**src/rtl/uart_pkg.sv**
```systemverilog
// uart_pkg: shared FSM encoding, framing constants and baud divisor math for the UART
package uart_pkg;
  typedef enum logic [2:0] {
    IDLE      = 3'd0,
    START     = 3'd1,
    DATA      = 3'd2,
    STOP      = 3'd3,
    WAIT_IDLE = 3'd4
  } state_t;
  localparam int DATA_BITS = 8;
  localparam int OVERSAMPLE_DEF = 16;
  function automatic int baud_div(input int clk_freq, input int baud, input int os);
    return clk_freq / (baud * os);
  endfunction
endpackage

```
**src/rtl/uart_rx_if.sv**
```systemverilog
// uart_rx_if: host-side byte handshake and error pulses of the UART receiver
interface uart_rx_if;
  logic [7:0] rx_data;
  logic       rx_valid;
  logic       rx_ack;
  logic       frame_err;
  logic       overrun;
  modport master (output rx_data, rx_valid, frame_err, overrun, input rx_ack);
  modport slave  (input rx_data, rx_valid, frame_err, overrun, output rx_ack);
endinterface

```
**src/rtl/uart_baud_tick.sv**
```systemverilog
// uart_baud_tick: one-clock tick every DIV clocks, restartable by a synchronous clear
module uart_baud_tick #(
  parameter int DIV = 2
) (
  input  logic clk,
  input  logic reset,
  input  logic clr,
  output logic tick
);
  localparam int W = $clog2(DIV);
  logic [W-1:0] cnt;
  assign tick = !clr && cnt == W'(DIV - 1);
  always_ff @(posedge clk or negedge reset)
    if (!reset) cnt <= '0;
    else cnt <= (clr || tick) ? '0 : cnt + 1'b1;
endmodule

```
**src/rtl/uart_rx.sv**
```systemverilog
// uart_rx: 8N1 receiver with 16x oversampling, mid-bit sampling and valid/ack output holding
module uart_rx
  import uart_pkg::*;
#(
  parameter int CLK_FREQ   = 100000000,
  parameter int BAUD       = 9600,
  parameter int OVERSAMPLE = OVERSAMPLE_DEF
) (
  input logic        clk,
  input logic        reset,
  input logic        rx,
  uart_rx_if.master  bus
);
  localparam int DIV = baud_div(CLK_FREQ, BAUD, OVERSAMPLE);
  localparam int SW = $clog2(OVERSAMPLE);
  localparam int BW = $clog2(DATA_BITS);
  localparam logic [SW-1:0] S_MID = SW'(OVERSAMPLE / 2 - 1);
  localparam logic [SW-1:0] S_END = SW'(OVERSAMPLE - 1);
  localparam logic [BW-1:0] B_END = BW'(DATA_BITS - 1);
  state_t                 state, state_n;
  logic [SW-1:0]          scnt, scnt_n;
  logic [BW-1:0]          bcnt, bcnt_n;
  logic [DATA_BITS-1:0]   shift, shift_n, data_q;
  logic                   s1, rxs, clr, tick, good, ferr, commit, valid_q, ferr_q, ovr_q;
  uart_baud_tick #(.DIV(DIV)) u_tick (.clk(clk), .reset(reset), .clr(clr), .tick(tick));
  always_ff @(posedge clk or negedge reset)
    if (!reset) {s1, rxs} <= 2'b11;
    else {s1, rxs} <= {rx, s1};
  always_comb begin
    state_n = state;
    scnt_n  = scnt;
    bcnt_n  = bcnt;
    shift_n = shift;
    clr     = 1'b0;
    good    = 1'b0;
    ferr    = 1'b0;
    unique case (state)
      IDLE: if (!rxs) begin
        clr     = 1'b1;
        scnt_n  = '0;
        state_n = START;
      end
      START: if (tick) begin
        if (scnt != S_MID) scnt_n = scnt + 1'b1;
        else if (rxs) state_n = IDLE;
        else begin
          scnt_n  = '0;
          bcnt_n  = '0;
          state_n = DATA;
        end
      end
      DATA: if (tick) begin
        if (scnt != S_END) scnt_n = scnt + 1'b1;
        else begin
          shift_n = {rxs, shift[DATA_BITS-1:1]};
          scnt_n  = '0;
          bcnt_n  = bcnt + 1'b1;
          state_n = bcnt == B_END ? STOP : DATA;
        end
      end
      STOP: if (tick) begin
        if (scnt != S_END) scnt_n = scnt + 1'b1;
        else begin
          good    = rxs;
          ferr    = !rxs;
          state_n = rxs ? IDLE : WAIT_IDLE;
        end
      end
      WAIT_IDLE: state_n = rxs ? IDLE : WAIT_IDLE;
      default: state_n = IDLE;
    endcase
  end
  always_ff @(posedge clk or negedge reset)
    if (!reset) begin
      state <= IDLE;
      scnt  <= '0;
      bcnt  <= '0;
      shift <= '0;
    end else begin
      state <= state_n;
      scnt  <= scnt_n;
      bcnt  <= bcnt_n;
      shift <= shift_n;
    end
  // A commit coinciding with an ack replaces the held byte instead of overrunning
  always_ff @(posedge clk or negedge reset)
    if (!reset) begin
      commit  <= 1'b0;
      data_q  <= '0;
      valid_q <= 1'b0;
      ferr_q  <= 1'b0;
      ovr_q   <= 1'b0;
    end else begin
      commit <= good;
      ferr_q <= ferr;
      ovr_q  <= commit && valid_q && !bus.rx_ack;
      if (commit && (!valid_q || bus.rx_ack)) begin
        data_q  <= shift;
        valid_q <= 1'b1;
      end else if (bus.rx_ack) valid_q <= 1'b0;
    end
  assign bus.rx_data   = data_q;
  assign bus.rx_valid  = valid_q;
  assign bus.frame_err = ferr_q;
  assign bus.overrun   = ovr_q;
endmodule

```
**src/flat_wrapper.sv**
```systemverilog
// flat-port wrapper written by rule: the top's interface ports become plain ports
module uart_rx_flat import uart_pkg::*;
#(
  parameter int CLK_FREQ   = 100000000,
  parameter int BAUD       = 9600,
  parameter int OVERSAMPLE = OVERSAMPLE_DEF
)
  (clk, reset, rx, bus_rx_data, bus_rx_valid, bus_frame_err, bus_overrun, bus_rx_ack);
  uart_rx_if bus_i ();
  input logic clk;
  input logic reset;
  input logic rx;
  output wire logic [$bits(bus_i.rx_data)-1:0] bus_rx_data;
  output wire logic [$bits(bus_i.rx_valid)-1:0] bus_rx_valid;
  output wire logic [$bits(bus_i.frame_err)-1:0] bus_frame_err;
  output wire logic [$bits(bus_i.overrun)-1:0] bus_overrun;
  input wire logic [$bits(bus_i.rx_ack)-1:0] bus_rx_ack;
  assign bus_rx_data = bus_i.rx_data;
  assign bus_rx_valid = bus_i.rx_valid;
  assign bus_frame_err = bus_i.frame_err;
  assign bus_overrun = bus_i.overrun;
  assign bus_i.rx_ack = bus_rx_ack;
  uart_rx #(.CLK_FREQ(CLK_FREQ), .BAUD(BAUD), .OVERSAMPLE(OVERSAMPLE)) u_core (.clk(clk), .reset(reset), .rx(rx), .bus(bus_i));
endmodule
```
**config.mk**
```make
export PLATFORM = sky130hd
export DESIGN_NAME = uart_rx_flat
export DESIGN_NICKNAME = d
export VERILOG_FILES = /design/src/rtl/uart_pkg.sv /design/src/rtl/uart_rx_if.sv /design/src/rtl/uart_baud_tick.sv /design/src/rtl/uart_rx.sv /design/src/flat_wrapper.sv
export SDC_FILE = /design/constraint.sdc
export NUM_CORES = 1
export LEC_CHECK = 0
export CAP_MARGIN = 20
export CORE_ASPECT_RATIO = 1.4
export CORE_UTILIZATION = 25
export DETAILED_ROUTE_END_ITERATION = 16
export SYNTH_ARGS = -nofsm -noshare
export SYNTH_HDL_FRONTEND = slang
export SYNTH_SLANG_ARGS = --single-unit
```
**constraint.sdc**
```tcl
create_clock -name clk -period 2.6 [get_ports clk]
set_clock_uncertainty 0.2 [all_clocks]
set_input_delay 0.26 -clock clk [delete_from_list [all_inputs] [get_ports clk]]
set_output_delay 0.26 -clock clk [all_outputs]
set_load 0.02 [all_outputs]
```
==> metrics.txt <==
period utilisation layout=90.3%; initial antenna violation count=0; Finish-stage setup viols=0; TNS Setup=0 ns; Worst setup SP type=flip-flop; WP data required=2.58 ns; GR Overflow Total=0; row count=37; Fin. Hold Viols=0; HPWL Detailed=about 2400 um; worst min path class=reg -> reg; CP Buf/Inv Count=1; largest family of logic cells by synthesized area=simple AND/OR/NAND/NOR gates; first-pass GRT wire length=5820 um; area leader, netlist=dfrtp_1; CTS tree=built; DR vias=1,306; H-tree Lvls=2; Critical Path End Type=flip-flop; Final nets=199; WP data arrival=~2.3 ns; Pre-Repair DR Iteration Count=4; peak supply drop=roughly 0.0002 V; max-cap violations=0; Placed Cells=279; number of fill cells=762; Top-Level Pins=15; clock root buffer=clkbuf_8; Clock Sinks=42; largest net degree at the start of global routing=17; growth of design area from synthesis to finish=18.0%; Mean Syn Cell Area=around 11 um2; Mapped Cells=172; Syn Nets=181; Simple-Gate Fraction of Synth Area=between 10% and 20%; Slew Viols, Final=0; worst-path cell chain=inv_1 > ha_1 > and4b_1 > and3_1 > a21boi_4 > a2111o_1 > a221o_1; Antenna Nets Post-Route=0; post-synthesis xor/xnor area fraction=between 4 and 5%; f_max=about 0.43 GHz; crit path time final=2.35 ns; CP Max Fanout=7; Clock Path Buffers=2; Clock transition at path regs=about 0.080 ns; synth warn=0; die area=8130 um2; Die Y=approximately 110 um; CP max-delay cell=a2111o_1; routed len/inst=11.5 um; RSZ-0062 raised after global routing=no; Yosys top cell area share=between 50% and 60%; crit path kind=reg -> reg; CTS Buf Count=5; synth unique cells=38; mux share of post-synthesis cell area=10.9%; DRT iter0 DRCs=84; pwr dens=483 nW/um2; WL final=3320 um; global placer's final weighted congestion=0.746; PortBufs=14; CP max stage delay=0.43 ns; outcome=complete, no violations; Ant. Diodes=0; Seq/Total Area, Yosys=between 50 and 60%; area of the core=7450 um2; Finished Layout Cells=~290; leakage power=1.08 nW; hold slack final=0.159 ns; die width=76.5 um; relative max-transition margin=67.9%; vias in the first global route=about 1,300; Top delay family on crit path=compound AO/OA/AOI/OAI gates; Clock Latency Late Sink=approximately 0.3 ns; Yosys reg bits=42; Initial Util=26.1%; share of cells above drive strength 1=17.8%; Post-CTS Setup Inserts=0; Synth area leaders=dfrtp_1, mux2_2, nor2_1; gr usage total=9.06%; Adder-Cell Fraction of Synth Area=under 10%; Syn Std Cell Area=approximately 1900 um2; vias per inst=4.53; DRC Markers=0; post-synthesis compound-gate area fraction=7.60%; Slew @ Worst Pin=0.476 ns
-- flip-flops by register name, indices dropped and copies added, names as in the netlist --
name	cells
u_core.bus.frame_err	1
u_core.bus.overrun	1
u_core.commit	1
u_core.state	3
u_core.bus.rx_data	8
u_core.s1	1
u_core.rxs	1
u_core.scnt	4
u_core.bus.rx_valid	1
u_core.bcnt	3
u_core.shift	8
u_core.u_tick.cnt	10
-- path summary, 6_finish.rpt --
path	startpoint	to	slack, ns	cells past startpoint
worst max-delay path	u_core.u_tick.cnt[0]	u_core.scnt[2]	0.25	7
worst min-delay path	u_core.s1	u_core.rxs	0.16	0
worst max register to register	u_core.u_tick.cnt[0]	u_core.scnt[2]	0.25	7
worst min register to register	u_core.s1	u_core.rxs	0.16	0
max in group asynchronous	reset	u_core.s1	1.44	3
min in group asynchronous	reset	u_core.bus.rx_data[1]	0.19	2
-- placed cells by master (no fill, tap or decap), drive strengths merged, types with 2 or more instances in the layout --
cell type,Yosys,routed
dfrtp,40,40
nor2,24,24
mux2,17,17
nand2,14,14
clkdlybuf4s50,0,13
and3,6,6
nand3,6,6
xnor2,6,6
xor2,5,5
nor3,5,5
o21ai,5,5
ha,5,5
clkbuf,6,5
buf,2,5
inv,3,4
mux2i,2,2
a2111o,2,2
a221o,2,2
nand3b,2,2
clkinvlp,0,2
dfstp,2,2
-- kinds of logic (layout without fill, tap and decap cells) --
| family | Yosys count | after routing |
|---|---|---|
| simple gates | 66 | 66 |
| xor+xnor | 11 | 11 |
| mux | 19 | 19 |
| buf+inv | 11 | 30 |
| compound gates | 18 | 18 |
| flops | 42 | 42 |
| fa+ha+maj | 5 | 5 |
-- final cells by class --
| cell class | count | area [um2] | area share, % |
|---|---|---|---|
| Tap cell | 97 | 121 | 5.29 |
| Multi-Input combinational cell | 119 | 838 | 36.6 |
| Clock buffer | 5 | 68.8 | 3.00 |
| Sequential cell | 42 | 1050 | 46.0 |
| Inverter | 3 | 11.3 | 0.491 |
| Clock inverter | 3 | 23.8 | 1.04 |
| Timing Repair Buffer | 19 | 175 | 7.64 |
-- power breakdown --
part / switching (mW) / internal [mW]
clock network: 0.237 / 0.192
registers: 0.00224 / 0.655
logic: 0.0139 / 0.00700
-- worst reg2reg max path: stages (launching register included) --
cell      delay, ns
dfrtp_1        0.42
inv_1          0.07
ha_1           0.13
and4b_1        0.19
and3_1         0.32
a21boi_4       0.11
a2111o_1       0.43
a221o_1        0.35
-- cells in the mapped netlist (all sizes together) --
| library cell | number |
|---|---|
| dfrtp | 40 |
| nor2 | 24 |
| mux2 | 17 |
| nand2 | 14 |
| and3 | 6 |
| clkbuf | 6 |
| nand3 | 6 |
| xnor2 | 6 |
| ha | 5 |
| nor3 | 5 |
| o21ai | 5 |
| xor2 | 5 |
| inv | 3 |
| a2111o | 2 |
| a221o | 2 |
| buf | 2 |
| dfstp | 2 |
| mux2i | 2 |
| nand3b | 2 |
| a21boi | 1 |
| a21o | 1 |
| a22o | 1 |
| a22oi | 1 |
| a311oi | 1 |
| a31oi | 1 |
| and2 | 1 |
| and4 | 1 |
| and4b | 1 |
| nand2b | 1 |
| nand4 | 1 |
| nor2b | 1 |
| nor3b | 1 |
| nor4 | 1 |
| o21a | 1 |
| o22ai | 1 |
| o2bb2ai | 1 |
| or4 | 1 |
-- metrics by stage --
stage / util [%] / power [mW] / area (um2) / setup slack, ns
2_1_floorplan: - / 0.672 / 1940 / 0.440
3_3_place_gp: 29.4 / 0.692 / 2190 / 0.306
3_5_place_dp: 29.4 / 0.692 / 2190 / 0.261
4_1_cts: 30.8 / 1.13 / 2290 / 0.242
5_1_grt: 30.8 / 1.15 / 2290 / 0.142
6_report: 30.8 / 1.11 / 2290 / 0.251
-- timing repair --
action	4_1_cts	5_1_grt
resized for setup	0	0
endpoints found under the setup margin	0	0
hold buffers	1	0
endpoints found under the hold margin	14	0
-- layer usage --
| metal | wire length (um) | vias up | part of all wire, % | GRT usage [%] |
|---|---|---|---|---|
| met5 | 0 | - | 0 | 0 |
| met2 | 1750 | 20 | 53 | 16.9 |
| met3 | 106 | 6 | 3.2 | 3.00 |
| met4 | 45 | 0 | 1.4 | 3.71 |
| li1 | - | 635 | - | - |
| met1 | 1420 | 645 | 43 | 9.10 |
Note: power is estimated with default switching activity, not from simulation.
